`config.mk`:
```
export PLATFORM = sky130hd
export DESIGN_NAME = datapath_ctrl
export DESIGN_NICKNAME = d
export VERILOG_FILES = /design/src/rtl/datapath_ctrl.sv
export SDC_FILE = /design/constraint.sdc
export NUM_CORES = 1
export LEC_CHECK = 0
export BUFFER_PORTS_ARGS = -buffer_cell sky130_fd_sc_hd__buf_2
export CAP_MARGIN = 20
export CORE_MARGIN = 2
export CORE_UTILIZATION = 52
export CTS_CLUSTER_SIZE = 12
export DETAILED_ROUTE_END_ITERATION = 6
export HOLD_SLACK_MARGIN = 0.05
export PLACE_DENSITY = 0.83
export SYNTH_ARGS = -nofsm -noshare
export SYNTH_HDL_FRONTEND = slang
export SYNTH_SLANG_ARGS = --single-unit
```
`constraint.sdc`:
```
create_clock -name clk -period 4.55 [get_ports clk]
set_clock_uncertainty 0.05 [all_clocks]
set_input_delay 0.91 -clock clk [delete_from_list [all_inputs] [get_ports clk]]
set_output_delay 0.91 -clock clk [all_outputs]
set_load 0.02 [all_outputs]
```
`src/rtl/datapath_ctrl.sv`:
```
// datapath_ctrl: fetch/decode/sequence unit for the 4-bit register/ALU datapath.
// Fetches 8-bit instructions from a synchronous ROM (one-cycle read latency),
// decodes them into datapath control strobes and handles jmp / jz / halt.
// Every instruction takes FETCH -> WAIT -> EXEC (3 cycles).
module datapath_ctrl #(
    parameter int ADDR_W = 4
) (
    input  logic              clk,
    input  logic              rst_n,
    input  logic              start,
    input  logic [7:0]        imem_rdata,
    input  logic [3:0]        R0,
    output logic [ADDR_W-1:0] imem_addr,
    output logic              imem_rd,
    output logic [1:0]        SEL_A,
    output logic [1:0]        SEL_B,
    output logic [1:0]        SEL_W,
    output logic [3:0]        IMM,
    output logic              sel_data,
    output logic              write_en,
    output logic              alu_op,
    output logic [ADDR_W-1:0] pc,
    output logic              busy,
    output logic              halted,
    output logic [7:0]        retired
);

    typedef enum logic [2:0] {
        S_IDLE  = 3'd0,
        S_FETCH = 3'd1,
        S_WAIT  = 3'd2,
        S_EXEC  = 3'd3,
        S_HALT  = 3'd4
    } state_t;

    localparam logic [7:0] IR_NOOP = 8'hC0;

    state_t              r_state;
    state_t              w_next;
    logic [ADDR_W-1:0]   r_pc;
    logic [7:0]          r_ir;
    logic [7:0]          r_retired;

    logic [1:0]          w_op;
    logic [1:0]          w_sub;
    logic                w_is_write;
    logic                w_is_halt;
    logic                w_is_jmp;
    logic                w_is_jz;
    logic                w_take;
    logic                w_start_ok;
    logic [ADDR_W-1:0]   w_tgt;

    // Instruction field split and flow-control decode.
    assign w_op       = r_ir[7:6];
    assign w_sub      = r_ir[5:4];
    assign w_is_write = (w_op != 2'b11);
    assign w_is_halt  = (w_op == 2'b11) && (w_sub == 2'b01);
    assign w_is_jmp   = (w_op == 2'b11) && (w_sub == 2'b10);
    assign w_is_jz    = (w_op == 2'b11) && (w_sub == 2'b11);
    // R0 is sampled live during EXEC, so a write landing on the same edge is not seen.
    assign w_take     = w_is_jmp || (w_is_jz && (R0 == 4'b0000));
    assign w_tgt      = ADDR_W'(r_ir[3:0]);
    // start only restarts an idle or halted machine; mid-instruction it is dropped.
    assign w_start_ok = start && ((r_state == S_IDLE) || (r_state == S_HALT));

    // State register.
    always_ff @(posedge clk or negedge rst_n) begin
        if (!rst_n) r_state <= S_IDLE;
        else        r_state <= w_next;
    end

    // Next-state logic.
    always_comb begin
        w_next = r_state;
        case (r_state)
            S_IDLE:  if (start) w_next = S_FETCH;
            S_FETCH: w_next = S_WAIT;
            S_WAIT:  w_next = S_EXEC;
            S_EXEC:  w_next = w_is_halt ? S_HALT : S_FETCH;
            S_HALT:  if (start) w_next = S_FETCH;
            default: w_next = S_IDLE;
        endcase
    end

    // State-dependent strobes; writes only happen for push/add/nand in EXEC.
    always_comb begin
        imem_rd  = 1'b0;
        write_en = 1'b0;
        busy     = 1'b0;
        halted   = 1'b0;
        case (r_state)
            S_FETCH: begin
                imem_rd = 1'b1;
                busy    = 1'b1;
            end
            S_WAIT:  busy = 1'b1;
            S_EXEC: begin
                busy     = 1'b1;
                write_en = w_is_write;
            end
            S_HALT:  halted = 1'b1;
            default: ;
        endcase
    end

    // Datapath selects decode straight from IR regardless of state.
    always_comb begin
        SEL_A    = 2'b00;
        SEL_B    = 2'b00;
        SEL_W    = 2'b00;
        IMM      = r_ir[3:0];
        sel_data = 1'b0;
        alu_op   = 1'b0;
        case (w_op)
            2'b00: begin
                sel_data = 1'b1;
                SEL_W    = r_ir[5:4];
            end
            2'b01, 2'b10: begin
                SEL_W  = r_ir[5:4];
                SEL_A  = r_ir[3:2];
                SEL_B  = r_ir[1:0];
                alu_op = w_op[1];
            end
            default: ;
        endcase
    end

    // Program counter: cleared on start, advanced or redirected at the end of EXEC.
    always_ff @(posedge clk or negedge rst_n) begin
        if (!rst_n) begin
            r_pc <= '0;
        end else if (w_start_ok) begin
            r_pc <= '0;
        end else if (r_state == S_EXEC) begin
            r_pc <= w_take ? w_tgt : r_pc + ADDR_W'(1);
        end
    end

    // Instruction register: captures the ROM word that arrives during WAIT.
    always_ff @(posedge clk or negedge rst_n) begin
        if (!rst_n)                r_ir <= IR_NOOP;
        else if (r_state == S_WAIT) r_ir <= imem_rdata;
    end

    // Retired-instruction counter, saturating at 255, cleared on each start.
    always_ff @(posedge clk or negedge rst_n) begin
        if (!rst_n) begin
            r_retired <= 8'd0;
        end else if (w_start_ok) begin
            r_retired <= 8'd0;
        end else if ((r_state == S_EXEC) && (r_retired != 8'hFF)) begin
            r_retired <= r_retired + 8'd1;
        end
    end

    assign pc        = r_pc;
    assign imem_addr = r_pc;
    assign retired   = r_retired;

endmodule

```
== Word-level counts from Yosys, hierarchy flattened ==
Cells that the tools add are included.
Storage, ports and cells
  flip-flop bits (word level): 23
  input bits: 15
  output and inout bits: 32
  word-level logic and storage cells: 53
Cells by class
  $add $sub $neg: 2
  equal/unequal tests: 13
  muxes and demuxes: 17
  reduce and logical (&&, ||, !) cells: 17
Operators by type and width (count)
  8-bit 2-to-1 mux: 2
  4-bit 2-to-1 mux: 3
  3-bit case mux with 4 select lines: 1
  8-bit by 1-bit adder with 8-bit output, second input constant: 1
  2-bit equality test, second input constant: 4
  8-bit != test, second input constant: 1
  3-bit by 2-bit equality test with 1-bit output, second input constant: 2
  1-bit logical AND: 6
  1-bit 2-to-1 mux: 6
  2-bit 2-to-1 mux: 3
  3-bit 2-to-1 mux: 2
  3-bit OR reduction: 2
  4-bit by 1-bit adder with 4-bit output, second input constant: 1
  2-bit by 1-bit equality test with 1-bit output, second input constant: 2
  4-bit zero test: 1
  2-bit nonzero test: 2
  2-bit OR reduction: 2
  3-bit by 1-bit equality test with 1-bit output, second input constant: 1
  3-bit equality test, second input constant: 1
  3-bit zero test: 1
  2-bit zero test: 1
  1-bit logical OR: 2
  2-bit by 1-bit != test with 1-bit output, second input constant: 1
  2-bit != test, second input constant: 1

== Depth between registers and ports, before layout ==
Gate-level depths: netlist (run 1).
  depth after elaboration: 7
  mapped depth: 6
  depth with buffers taken out: 5

== Worst setup path after synthesis (run 1) ==
Ideal clock, no wire load.
  path type: register -> output
  start: register r_ir[6]
  end: output SEL_A[0]
  arrival: 1.086 ns
  required time: 3.590 ns
  path slack: 2.504 ns
  stages on the path, launching flop included: 4
  buffers on the path: 0
  cells stage by stage: dfstp_2 > inv_1 > ha_1 > and2_1
On the way
  cells in the longest elaborated chain, start to end: 3
  elaborated cells between the ends (all ways): 4
  those cells by class: 2 x eq/ne; 1 x mux; 1 x reduce/logical
RTL lines
  start, declared: RTL line 41  | logic [7:0] r_ir;
  start signal, assigned: RTL line 144  | else if (r_state == S_WAIT) r_ir <= imem_rdata;
  2-bit by 1-bit equality test with 1-bit output / 2-bit equality test (equally long branches): RTL line 115  | case (w_op)
  2-bit OR reduction (*): RTL line 115
  2-bit 2-to-1 mux (*): RTL line 115
  end, declared: RTL line 15  | output logic [1:0] SEL_A,
Mark *: on every way between the ends. The rest lies on a longest branch, timed or not.

== Worst setup path after layout (run 1) ==
  start: register r_ir[6]
  end: output SEL_B[1]
On the way
  cells in the longest elaborated chain, start to end: 3
  elaborated cells between the ends (all ways): 4
  those cells by class: 2 x eq/ne; 1 x mux; 1 x reduce/logical
RTL lines
  2-bit by 1-bit equality test with 1-bit output / 2-bit equality test (equally long branches): RTL line 115
  2-bit OR reduction (*): RTL line 115
  2-bit 2-to-1 mux (*): RTL line 115
  end, declared: RTL line 16  | output logic [1:0] SEL_B,
Marks and branches as above.

==> impl_metrics.ini, run 1 <==
[clock_tree]
cts_tree = built
clock-sinks = 23
cts_setup_buffers = 0
ctsResizeCount = 0
htree_levels = 1
cts_hold_buffers = 0
clockRootBuffer = clkbuf_4
ctsLongestPathBuffers = 2
clk-insertion-delay-late_ns = 0.31
clkSlewWorstSetupHoldPaths_ns = 0.12
cts_buffers = 3

[finish]
multiInputGateArea_um2 = 637
drive_gt1_share_pct = 39.9
fin_util_pct = 62.9
ff_latch_area_um2 = 578
fill_cells = 199
area_growth_pct = 16.7
diodes = 0
layout.nets = 189

[drt]
drtAntennaViolNets = 0
dr.pass1.iters = 5
drt_iter0_drc = 15
via_count = 1091
viasPerCell = 5.51
drt_wl_total_mm = 2.68
wl_per_cell_um = 13.5
drc_errors = 0

[status]
status = complete, no violations

[power_and_ir_drop]
p_seq_share_pct = 34.7
combPwrFrac_pct = 57.0
p_leak_uw = 0.000825
switchingPower_uw = 552
powerDensity_mw_per_mm2 = 738
swShare_pct = 48.9
p_int_uw = 577
pwr-share-clk_pct = 8.3
irDropWorstVdd_uv = 507

[critical_path]
crit_path_max_fanout = 4
critical_path_class = flop to primary output
r2r_setup_slack_ns = 2.73
r2r-end = retired[5]$_DFFE_PN0P_
slowest_delay_ns = 0.55
crit_path_end_kind = primary output
rr_worst_depth = 5
setup.worst_path.start_class = flop
cp_cell_sequence = inv_1, ha_1, and2_1, buf_2
critPathRequiredTime_ns = 3.59
r2r_start = retired[0]$_DFFE_PN0P_
worst_path_max_delay_cell = dfstp_2
worstPathArrival_ns = 1.54

[floorplan]
ios = 47
die_y_um = 54.2
coreArea_mm2 = 0.00243
num_rows = 18
start_util_pct = 53.9
die_area_mm2 = 0.00294
die_w_um = 54.2

[grt]
grt.total_usage_pct = 19.7
overflow = 0
grt_pass1_wl_mm = 4.17
grt_max_degree = 24
antenna_found_initial = 0
grt_pass1_vias = 941

[sta]
setup_viol = 0
slew_viol_final = 0
rsz0062_at_grt = no
final_hold_viol_count = 0
tns_ns = 0
fin_crit_sh_pct = 55.1
max_clock_freq_ghz = 0.399
hold_ws_ns = 0.492
tightest_slew_ns = 0.504
slew_headroom_pct = 66.4
period_minus_slack_ns = 2.50

[hold_path]
holdPathEnd = r_ir[7]$_DFFE_PN1N_
hold_start = r_ir[7]$_DFFE_PN1N_
whs_path_depth = 2
hp-class = flop to flop

[yosys]
synth.area.top_cells = dfrtp_1 40%, mux2_2 5.2%, ha_1 4.8%, buf_4 4.6%, dfstp_2 4.0%
syn-mean-instance-area_um2 = 10.2
synthesis.area_mm2 = 0.00131
yosys.area.top_type_share_pct = 40.1
yosys_warnings = 0
async_flop_share_pct = 100
syn_nets = 148
syn_inst = 128
ys_ff_latch = 23
synthDistinctLibCells = 37
synth_edf_count = 0
yosysSeqAreaShare_pct = 44.1
synth_commonest_cells = 21 x dfrtp_1, 12 x nand2_1, 8 x a21oi_1, 8 x buf_4, 8 x nor2_1
synth_top_cell_by_area = dfrtp_1
synth_top_flop_cell = dfrtp_1
yosysMostFrequentCell = dfrtp_1

[placement]
post-dp-hpwl_mm = 2.00
globalplace.congestion = 0.849
portBuffers = 46

[job]
cap_violations = 0
==> routing by layer <==
layer	vias up	GRT usage (%)	wire [µm]
li1	522	-	-
met5	-	0	0
met3	2	2.78	157
met1	530	25.8	1220
met4	0	7.92	19
met2	37	32.7	1280
==> stage by stage <==
| step | cells | setup WS (ns) | cell area (µm²) | total power [µW] |
|---|---|---|---|---|
| detailed placement | 194 | 2.39 | 1500 | 1040 |
| global route | 198 | 1.96 | 1530 | 1220 |
| floorplan | 128 | 2.50 | 1310 | 896 |
| finish | 198 | 2.05 | 1530 | 1130 |
| global placement | 194 | 2.41 | 1500 | 1020 |
| CTS | 198 | 2.03 | 1530 | 1140 |
==> cells by family (layout without fill, tap and decap cells) <==
family / Yosys count / after routing / share of synthesized area [%]
xor+xnor: 2 / 2 / 1.34
compound gates: 25 / 25 / 13.9
buf+inv: 15 / 55 / 7.26
simple gates: 47 / 47 / 19.7
flops: 23 / 23 / 44.1
mux: 11 / 11 / 8.98
fa+ha+maj: 5 / 5 / 4.78
==> power groups by stage <==
| stage | combinational [µW] | sequential [µW] | clock, µW |
|---|---|---|---|
| 3_3_place_gp | 630 | 387 | 0 |
| 3_5_place_dp | 647 | 395 | 0 |
| 6_report | 644 | 392 | 93.6 |
| 5_1_grt | 705 | 407 | 105 |
| 2_1_floorplan | 487 | 409 | 0 |
| 4_1_cts | 651 | 390 | 97.5 |
==> flip-flops by register name, summed over array words and instances, names as in the netlist <==
name	count
r_state	3
r_ir	8
imem_addr	4
retired	8
==> worst max-delay path by stage <==
stage,depth (start not counted),from,endpoint,slack (ns)
3_5_place_dp,4,r_ir[6]$_DFFE_PN1N_,SEL_B[1],2.39
5_1_grt,4,r_ir[6]$_DFFE_PN1N_,SEL_B[0],1.96
2_1_floorplan,3,r_ir[6]$_DFFE_PN1N_,SEL_A[0],2.50
4_1_cts,4,r_ir[6]$_DFFE_PN1N_,SEL_B[1],2.03
3_3_place_gp,4,r_ir[6]$_DFFE_PN1N_,SEL_B[1],2.41
6_report,4,r_ir[6]$_DFFE_PN1N_,SEL_B[1],2.05
==> critical path, delay by kind of cell (launching register included) <==
kind,cells,cell delay [ns]
adders and majority gates,1,0.32
buffers and inverters,2,0.21
DFF,1,0.55
and+or+nand+nor,1,0.16
==> layout by cell type, fill, tap and decap left out, types with 3 or more instances in the layout <==
| cell | netlist | final |
|---|---|---|
| mux2_2 | 6 | 6 |
| inv_1 | 5 | 5 |
| a21oi_1 | 8 | 8 |
| buf_2 | 0 | 46 |
| mux2i_1 | 5 | 5 |
| dfrtp_1 | 21 | 21 |
| clkbuf_4 | 0 | 3 |
| nand3_1 | 5 | 5 |
| o21ai_0 | 6 | 6 |
| nor2b_1 | 3 | 3 |
| nor2_1 | 8 | 8 |
| and2_1 | 4 | 4 |
| ha_1 | 5 | 5 |
| nand2_1 | 12 | 12 |
| and3_1 | 4 | 4 |
==> area by class of cell <==
class | instances | area share (%)
sequential | 23 | 37.8
clock inverter | 1 | 0.327
inverter | 5 | 1.23
multi-input combinational | 90 | 41.7
tap | 30 | 2.45
timing repair buffer | 46 | 15.1
clock buffer | 3 | 1.47
No activity file was read; power rests on OpenSTA's default activity.
==> inputs of run 2 (changes only) <==
Settings changed: ABC_AREA set to 1, CORE_UTILIZATION 52 to 45, PLACE_DENSITY 0.83 to 0.76.
Clock period 4.55 ns to 2.2 ns, I/O delays scaled along.
==> impl_metrics.ini, run 2 <==
[yosys]
synthesis.area_mm2 = 0.00138
ys_ff_latch = 23
synth_top_cell_by_area = dfrtp_1
syn-mean-instance-area_um2 = 7.84
yosysMostFrequentCell = nand2_1
synth_commonest_cells = 49 x nand2_1, 21 x dfrtp_1, 21 x inv_1
yosys.area.top_type_share_pct = 38.1
synth.area.top_cells = dfrtp_1 38%, nand2_1 13%, inv_1 5.7%, nor2_1 5.2%, nand3_1 4.7%
syn_nets = 196
synth_edf_count = 0
yosys_warnings = 0
yosysSeqAreaShare_pct = 41.9
async_flop_share_pct = 100
syn_inst = 176
synth_top_flop_cell = dfrtp_1
synthDistinctLibCells = 26

[critical_path]
critical_path_class = flop to primary output
setup.worst_path.start_class = flop
crit_path_end_kind = primary output
r2r_setup_slack_ns = 0.74
rr_worst_depth = 9
r2r_start = retired[0]$_DFFE_PN0P_
critPathRequiredTime_ns = 1.71
startpoint = r_ir[6]$_DFFE_PN1N_
r2r-end = retired[1]$_DFFE_PN0P_
crit_path_max_fanout = 4
worstPathArrival_ns = 1.54

[clock_tree]
clock-sinks = 23
clockRootBuffer = clkbuf_4
htree_levels = 1
cts_tree = built
ctsLongestPathBuffers = 2
clkSlewWorstSetupHoldPaths_ns = 0.13
clk-insertion-delay-late_ns = 0.32
ctsResizeCount = 0
cts_setup_buffers = 0
cts_hold_buffers = 1
cts_buffers = 3

[finish]
layout_common_cells = 49 x nand2_1, 46 x buf_2, 21 x inv_1, 21 x dfrtp_1, 19 x nor2_1
drive_gt1_share_pct = 31.7
diodes = 0
layout.nets = 239
stdcell_count = 251
final_common_cell = nand2_1
area_growth_pct = 17.2

[sta]
tightest_slew_ns = 0.505
tns_ns = 0
slew_viol_final = 0
fin_crit_sh_pct = 92.1
hold_ws_ns = 0.290
period_minus_slack_ns = 2.03
setup_viol = 0
max_clock_freq_ghz = 0.494
final_hold_viol_count = 0
rsz0062_at_grt = no
slew_headroom_pct = 66.3

[floorplan]
ios = 47
die_y_um = 59.4
coreArea_mm2 = 0.00298
start_util_pct = 46.3
die_area_mm2 = 0.00353
die_w_um = 59.4
num_rows = 20

[grt]
overflow = 0
antenna_found_initial = 0
grt_pass1_vias = 1030
grt_max_degree = 24
grt.total_usage_pct = 16.0
grt_pass1_wl_mm = 4.36

[status]
status = complete, no violations

[power_and_ir_drop]
p_leak_uw = 0.000951
powerDensity_mw_per_mm2 = 1520
irDropWorstVdd_uv = 645

[hold_path]
hp-class = input port to flop
holdPathEnd = r_ir[3]$_DFFE_PN0N_
whs_path_depth = 2
hold_start = imem_rdata[3]

[drt]
drt_wl_total_mm = 2.64
wl_per_cell_um = 10.5
via_count = 1211
drtAntennaViolNets = 0
viasPerCell = 4.82
drt_iter0_drc = 63
dr.pass1.iters = 4
drc_errors = 0

[placement]
portBuffers = 46
placed_cells = 246
globalplace.congestion = 0.824
post-dp-hpwl_mm = 1.99

[job]
cap_violations = 0
==> run 2: cell types whose count changed after synthesis, moves of 5 or more <==
cell,change
inv_1,+16
nor2_1,+11
nand3_1,+8
nand2_1,+37
mux2i_1,-5
==> run 2: cells by family (layout without fill, tap and decap cells) <==
group           Yosys count  in the layout  synth area share, %
compound gates           10             10                 4.08
xor+xnor                  2              2                 1.27
fa+ha+maj                 5              5                 4.53
buf+inv                  34             76                 12.0
flops                    23             23                 41.9
mux                       4              4                 3.54
simple gates             98             98                 32.7
==> run 2: worst max path at each step <==
stage	cells past startpoint	to	slack (ns)
floorplan	4	SEL_A[0]	0.64
global placement	5	SEL_A[0]	0.55
detailed placement	5	SEL_A[1]	0.54
CTS	5	SEL_A[1]	0.15
global route	5	SEL_B[0]	0.07
finish	5	SEL_B[0]	0.17
==> run 2: layout make-up <==
cell class	instances	area, µm²
timing repair buffer	47	240
tap	33	41.3
fill	291	1360
clock inverter	1	5.00
inverter	25	93.8
sequential	23	578
multi-input combinational	119	637
clock buffer	3	22.5
==> run 2: power breakdown <==
| part | switching (µW) | total (µW) | internal (µW) |
|---|---|---|---|
| Clock | 132 | 200 | 68.1 |
| Sequential | 193 | 810 | 617 |
| Combinational | 942 | 1450 | 512 |
==> run 2: layer usage <==
metal	global-route usage [%]	wire length, µm	up-vias
met5	0	0	-
met4	7.79	47	0
met3	1.31	72	5
met2	25.3	1260	24
met1	22.0	1260	554
li1	-	-	628
==> run 2: metrics by stage <==
stage               area (µm²)  power, µW  util, %  setup WS (ns)
global placement          1580       2250     53.1          0.549
global route              1620       2660     54.3         0.0729
finish                    1620       2460     54.3          0.174
detailed placement        1580       2280     53.1          0.536
floorplan                 1380       1950        -          0.639
CTS                       1620       2480     54.3          0.152
==> run 2: critical path, cell delays in order, from the launching register on <==
cell,delay (ns)
dfstp_2,0.55
inv_1,0.06
ha_1,0.34
nand2_1,0.08
inv_1,0.03
buf_2,0.14
